File: src/rtl/sap_pkg.sv
// Shared SAP system constants for the system bus and the RAM banks.
package sap_pkg;

    localparam int unsigned SYSTEM_XBAR_NMASTER       = 7;
    localparam logic [31:0] MEMORY_RAM0_START_ADDRESS = 32'h1902_0000;
    localparam logic [31:0] MEMORY_RAM0_SIZE          = 32'h0000_8000;
    localparam logic [31:0] MEMORY_RAM1_START_ADDRESS = 32'h1902_8000;
    localparam logic [31:0] MEMORY_RAM1_SIZE          = 32'h0000_8000;
    localparam int unsigned RAM_BANK_ADDR_W           = $clog2(MEMORY_RAM0_SIZE / 4);

    // Index width that stays at least one bit for a single requester.
    function automatic int unsigned idx_width(input int unsigned n);
        return (n > 1) ? $clog2(n) : 1;
    endfunction

endpackage

File: src/rtl/sap_rr_arbiter.sv
// Round-robin arbiter: one-hot grant plus winner index, pointer moves past each winner.
module sap_rr_arbiter
    import sap_pkg::*;
#(
    parameter int unsigned N = SYSTEM_XBAR_NMASTER
) (
    input  logic                      i_clk,
    input  logic                      i_rst,
    input  logic [N-1:0]              i_req,
    output logic [N-1:0]              o_gnt,
    output logic [idx_width(N)-1:0]   o_idx,
    output logic                      o_any
);

    localparam int unsigned IDX_W = idx_width(N);

    logic [IDX_W-1:0] r_ptr;
    logic [N-1:0]     w_rot;
    logic [IDX_W-1:0] w_off;
    logic [IDX_W:0]   w_sum;
    logic [IDX_W-1:0] w_idx;
    logic             w_any;

    // Rotate so that bit 0 is the master the pointer currently favours.
    assign w_rot = N'({i_req, i_req} >> r_ptr);
    assign w_any = |i_req;

    always_comb begin
        w_off = '0;
        for (int i = N - 1; i >= 0; i--) begin
            if (w_rot[i]) begin
                w_off = IDX_W'(i);
            end
        end
    end

    assign w_sum = {1'b0, r_ptr} + {1'b0, w_off};
    assign w_idx = (w_sum >= (IDX_W + 1)'(N)) ? IDX_W'(w_sum - (IDX_W + 1)'(N))
                                               : w_sum[IDX_W-1:0];

    assign o_gnt = w_any ? (N'(1) << w_idx) : '0;
    assign o_idx = w_idx;
    assign o_any = w_any;

    always_ff @(posedge i_clk) begin
        if (i_rst) begin
            r_ptr <= '0;
        end else if (w_any) begin
            r_ptr <= (w_idx == IDX_W'(N - 1)) ? '0 : w_idx + 1'b1;
        end
    end

endmodule

File: src/rtl/sap_ram_bank_arbiter.sv
// Shares one SAP RAM bank between all system-bus masters with round-robin
// arbitration, a range check and a one-cycle response return path.
module sap_ram_bank_arbiter
    import sap_pkg::*;
#(
    parameter int unsigned NMASTER    = SYSTEM_XBAR_NMASTER,
    parameter int unsigned DATA_W     = 32,
    parameter logic [31:0] BANK_START = MEMORY_RAM0_START_ADDRESS,
    parameter logic [31:0] BANK_SIZE  = MEMORY_RAM0_SIZE,
    parameter int unsigned RAM_ADDR_W = RAM_BANK_ADDR_W
) (
    input  logic                        clk_i,
    input  logic                        rst_i,
    input  logic [NMASTER-1:0]          m_req_i,
    input  logic [NMASTER-1:0]          m_we_i,
    input  logic [NMASTER*4-1:0]        m_be_i,
    input  logic [NMASTER*32-1:0]       m_addr_i,
    input  logic [NMASTER*DATA_W-1:0]   m_wdata_i,
    output logic [NMASTER-1:0]          m_gnt_o,
    output logic [NMASTER-1:0]          m_rvalid_o,
    output logic [NMASTER-1:0]          m_err_o,
    output logic [DATA_W-1:0]           m_rdata_o,
    output logic                        ram_req_o,
    output logic                        ram_we_o,
    output logic [3:0]                  ram_be_o,
    output logic [RAM_ADDR_W-1:0]       ram_addr_o,
    output logic [DATA_W-1:0]           ram_wdata_o,
    input  logic [DATA_W-1:0]           ram_rdata_i
);

    localparam int unsigned IDX_W    = idx_width(NMASTER);
    localparam logic [31:0] BANK_END = BANK_START + BANK_SIZE;

    logic [IDX_W-1:0]      w_idx;
    logic                  w_any;
    logic                  w_we;
    logic [3:0]            w_be;
    logic [31:0]           w_addr;
    logic [DATA_W-1:0]     w_wdata;
    logic                  w_in_range;
    logic [RAM_ADDR_W-1:0] w_word;

    logic                  r_resp_vld_p1;
    logic [IDX_W-1:0]      r_resp_idx_p1;
    logic                  r_resp_err_p1;

    sap_rr_arbiter #(
        .N (NMASTER)
    ) u_arb (
        .i_clk (clk_i),
        .i_rst (rst_i),
        .i_req (m_req_i),
        .o_gnt (m_gnt_o),
        .o_idx (w_idx),
        .o_any (w_any)
    );

    // p0: winner's request fields, range check and SRAM drive
    always_comb begin
        w_we    = 1'b0;
        w_be    = '0;
        w_addr  = '0;
        w_wdata = '0;
        for (int k = 0; k < NMASTER; k++) begin
            if (w_idx == IDX_W'(k)) begin
                w_we    = m_we_i[k];
                w_be    = m_be_i[k*4 +: 4];
                w_addr  = m_addr_i[k*32 +: 32];
                w_wdata = m_wdata_i[k*DATA_W +: DATA_W];
            end
        end
    end

    assign w_in_range = (w_addr >= BANK_START) && (w_addr < BANK_END);
    assign w_word     = RAM_ADDR_W'((w_addr - BANK_START) >> 2);

    assign ram_req_o   = w_any && w_in_range;
    assign ram_we_o    = w_any && w_we;
    assign ram_be_o    = w_any ? w_be    : '0;
    assign ram_addr_o  = w_any ? w_word  : '0;
    assign ram_wdata_o = w_any ? w_wdata : '0;

    // p1: response routed back to the master granted one cycle earlier
    always_ff @(posedge clk_i) begin
        if (rst_i) begin
            r_resp_vld_p1 <= 1'b0;
            r_resp_idx_p1 <= '0;
            r_resp_err_p1 <= 1'b0;
        end else begin
            r_resp_vld_p1 <= w_any;
            if (w_any) begin
                r_resp_idx_p1 <= w_idx;
                r_resp_err_p1 <= !w_in_range;
            end
        end
    end

    assign m_rvalid_o = r_resp_vld_p1 ? (NMASTER'(1) << r_resp_idx_p1) : '0;
    assign m_err_o    = (r_resp_vld_p1 && r_resp_err_p1) ? (NMASTER'(1) << r_resp_idx_p1) : '0;
    assign m_rdata_o  = (r_resp_vld_p1 && !r_resp_err_p1) ? ram_rdata_i : '0;

endmodule

File: config.mk
export PLATFORM = sky130hd
export DESIGN_NAME = sap_ram_bank_arbiter
export DESIGN_NICKNAME = d
export VERILOG_FILES = /design/src/rtl/sap_pkg.sv /design/src/rtl/sap_rr_arbiter.sv /design/src/rtl/sap_ram_bank_arbiter.sv
export SDC_FILE = /design/constraint.sdc
export NUM_CORES = 1
export LEC_CHECK = 0
export ABC_AREA = 1
export CELL_PAD_IN_SITES_DETAIL_PLACEMENT = 1
export CELL_PAD_IN_SITES_GLOBAL_PLACEMENT = 1
export CORE_AREA = 5 5 244 246
export DETAILED_ROUTE_END_ITERATION = 10
export DIE_AREA = 0 0 249 251
export HOLD_SLACK_MARGIN = 0.08
export PLACE_DENSITY = 0.64
export SETUP_SLACK_MARGIN = 0.1
export SLEW_MARGIN = 20
export SYNTH_ARGS = -nofsm -noshare
export SYNTH_HDL_FRONTEND = slang
export SYNTH_SLANG_ARGS = --single-unit
File: constraint.sdc
create_clock -name clk_i -period 8 [get_ports clk_i]
set_input_delay 1.6 -clock clk_i [delete_from_list [all_inputs] [get_ports clk_i]]
set_output_delay 1.6 -clock clk_i [all_outputs]
set_load 0.01 [all_outputs]
==> results.yml <==
global_routing:
  grt_pass1_wl_um: 69600
  grt_use_total_pct: 14.7
  grt_pass1_vias: 10200
  antenna_found_initial: 7
  grt_max_degree: 36
  overflow: 0
sta:
  slew-limit-headroom_pct: 59.1
  rsz0062_at_grt: "yes"
  setup_tns_ns: 0
  worst_slack_ns: 0.354
  slew_violations: 0
  finalCritPeriodShare_pct: 95.6
  whs_ns: 0.562
  max_freq_mhz: 131
  setup_viol: 0
  clock-skew-final_ns: 0.00778
  worstMarginPinSlew_ns: 0.612
  hold_viol: 0
  finalCriticalPeriod_ns: 7.65
layout:
  final_cell_area_mm2: 0.0131
  syn_to_final_growth_pct: 180
  nets: 2170
  drive_above_1_share_pct: 13.7
  postLayoutCoreUtil_pct: 22.9
  instances_no_fill: 2405
worst_setup_path:
  regToRegSetupSlack_ns: 3.14
  r2r-start: "u_arb.r_ptr[0]"
  cp_data_required_time_ns: 6.40
  crit_slowest_cell: "fa_1"
  critPathLaunch: "m_req_i[2]"
  path_common_cell: "nand2_1"
  cpPeakStageDelay_ns: 0.52
  worstPathMaxFanout: 6
  crit_end: "ram_req_o"
  setup.worst_path.class: "in -> out"
  critPathLaunchType: "primary input"
  endpoint_kind: "output pin"
  worstReg2RegEnd: "r_resp_err_p1"
  r2r_cells: 30
  arrival_ns: 6.05
clock_tree:
  cts_max_path_buffers: 2
  ctsHoldBuffers: 0
  cts_tree: "done"
  h-tree-depth: 1
  root_buffer: "clkbuf_16"
  cts_buffers: 3
  clkSinkCount: 8
  clkLatencyLatePin_ns: 0.24
  clkSlewWorstSetupHoldPaths_ns: 0.03
floorplanning:
  fp-row-count: 88
  fp.dieW_um: 249
  design.core.area_mm2: 0.0571
  fp.dieH_um: 251
  initial_core_util_pct: 8.18
  ios: 628
  die_area_mm2: 0.0625
hold_path:
  holdCritPathClass: "reg -> reg"
placed_design:
  dpl.hpwl_um: 43600
  place_inst: 2377
  place_area_mm2: 0.0125
  preCtsSetupSlack_ns: -0.514
  port_buffers: 613
  gp_congestion: 0.944
pwr:
  p_total_mw: 8.88
  cellInternalPower_mw: 4.02
  clock_power_share_pct: 1.0
  ir_worst_vdd_uv: 297
  power_density_mw_per_mm2: 678
  pwr-share-comb_pct: 98.2
  sw_frac_of_total_pct: 54.7
  seq_power_share_pct: 0.8
  p_sw_mw: 4.86
  leakage_nw: 5.46
yosys:
  syn_nets: 1478
  synth_cell_types: 42
  synth_area_leaders: "nand2_1 23%, o21ai_0 10%, nand3_1 8.5%, nor2_1 8.0%, a21oi_1 7.4%"
  synthesis.area_mm2: 0.00468
  yosys.area.top_type: "nand2_1"
  ys_seq_area_share_pct: 3.43
  synth_edf_count: 0
  synth_top_area_share_pct: 23.4
  ys_ff_latch: 8
  avgSynthCellArea_um2: 4.93
  yosys_most_used_dff: "dfxtp_1"
  yosysWarnings: 0
  netlist_instances: 949
  ys_async_sr_fraction_pct: 0
flow_run:
  maxCapViolations: 0
drt:
  ant_nets: 0
  drt-total-wl_um: 50500
  drtIter0Drc: 354
  wl_per_cell_um: 21.0
  viasPerCell: 3.92
  drtPass1Iterations: 4
  vias: 9437
  route.detailed.drc: 0
status:
  status: "completed"
-- worst max-delay path: cells and delay by family --
kind / cells / cell delay, ns
adder cells (fa/ha/maj): 3 / 0.88
AND/OR/NAND/NOR: 16 / 1.87
buffers and inverters: 7 / 1.11
AO/OA/AOI/OAI: 4 / 0.57
-- final cells by class --
cell class / instances / area, um^2
well taps: 765 / 957
clock buffers: 3 / 75.1
diodes: 1 / 2.50
multi-input cells: 784 / 4000
flip-flops and latches: 8 / 160
repair buffers: 752 / 7530
inverters: 92 / 358
fillers: 7065 / 44100
-- power groups by stage --
stage               logic [mW]  registers [mW]  clock network [mW]
CTS                       8.59          0.0740              0.0868
floorplan                 3.62          0.0628                   0
global placement          8.52          0.0731                   0
global route              9.52          0.0777              0.0884
finish                    8.72          0.0743              0.0855
detailed placement        8.62          0.0740                   0
-- sequential cells by signal (all words and copies together), names as in the netlist --
register / count
r_resp_idx_p1: 3
u_arb.r_ptr: 3
r_resp_err_p1: 1
r_resp_vld_p1: 1
-- cell families after synthesis --
| kind of cell | after synthesis | share of synthesized area [%] |
|---|---|---|
| mux | 2 | 0.428 |
| flops | 8 | 3.43 |
| fa+ha+maj | 5 | 1.50 |
| buf+inv | 157 | 14.5 |
| compound gates | 235 | 29.2 |
| simple gates | 542 | 50.9 |
-- placed cells by master, fill, tap and decap left out, types with 6 or more instances in the layout --
| cell | netlist | layout |
|---|---|---|
| a21oi_1 | 69 | 67 |
| a311oi_1 | 24 | 18 |
| a311oi_2 | 0 | 6 |
| a31oi_1 | 8 | 8 |
| buf_12 | 0 | 25 |
| buf_4 | 9 | 105 |
| buf_6 | 2 | 9 |
| clkbuf_2 | 1 | 12 |
| clkdlybuf4s50_1 | 0 | 561 |
| dfxtp_1 | 8 | 8 |
| dlygate4sd2_1 | 0 | 16 |
| dlymetal6s2s_1 | 0 | 14 |
| inv_1 | 86 | 85 |
| nand2_1 | 292 | 289 |
| nand2_2 | 6 | 8 |
| nand2_4 | 6 | 7 |
| nand3_1 | 79 | 74 |
| nand3_2 | 2 | 7 |
| nand4_1 | 23 | 23 |
| nor2_1 | 100 | 99 |
| nor2_4 | 4 | 6 |
| nor3_1 | 9 | 9 |
| o211ai_1 | 14 | 14 |
| o21ai_0 | 95 | 73 |
| o21ai_1 | 11 | 25 |
| o21ai_2 | 0 | 6 |
| or2_2 | 6 | 6 |
-- synthesized netlist by cell type (8+ instances only) --
master	instances
o21ai_0	95
a21oi_1	69
buf_2	30
a311oi_1	24
buf_4	9
a31oi_1	8
inv_1	86
nor3_1	9
o21ai_1	11
nand4_1	23
nor2_1	100
nand2_1	292
nand3_1	79
dfxtp_1	8
clkbuf_1	23
o211ai_1	14
-- worst min-delay path by stage --
| stage | startpoint | end | slack, ns | cells past startpoint |
|---|---|---|---|---|
| floorplan | u_arb.r_ptr[1] | u_arb.r_ptr[1] | 0.52 | 2 |
| global placement | r_resp_err_p1 | r_resp_err_p1 | 0.55 | 2 |
| detailed placement | r_resp_err_p1 | r_resp_err_p1 | 0.55 | 2 |
| CTS | r_resp_err_p1 | r_resp_err_p1 | 0.56 | 2 |
| global route | r_resp_err_p1 | r_resp_err_p1 | 0.60 | 2 |
| finish | r_resp_err_p1 | r_resp_err_p1 | 0.56 | 2 |
-- repair_timing --
| item | 4_1_cts | 5_1_grt |
|---|---|---|
| pin swaps | 8 | 8 |
| setup buffers | 5 | 16 |
| gates cloned | 1 | 2 |
| endpoints found under the setup margin | 49 | 53 |
| resized for setup | 88 | 86 |
-- per-layer routing --
layer	vias up	part of all wire, %	GRT usage [%]
met5	-	0.089	0
met4	6	1.9	3.14
met3	46	6.8	3.56
met2	412	50	27.1
met1	4391	41	17.5
li1	4582	-	-
Power figures use the tool's default switching activity.
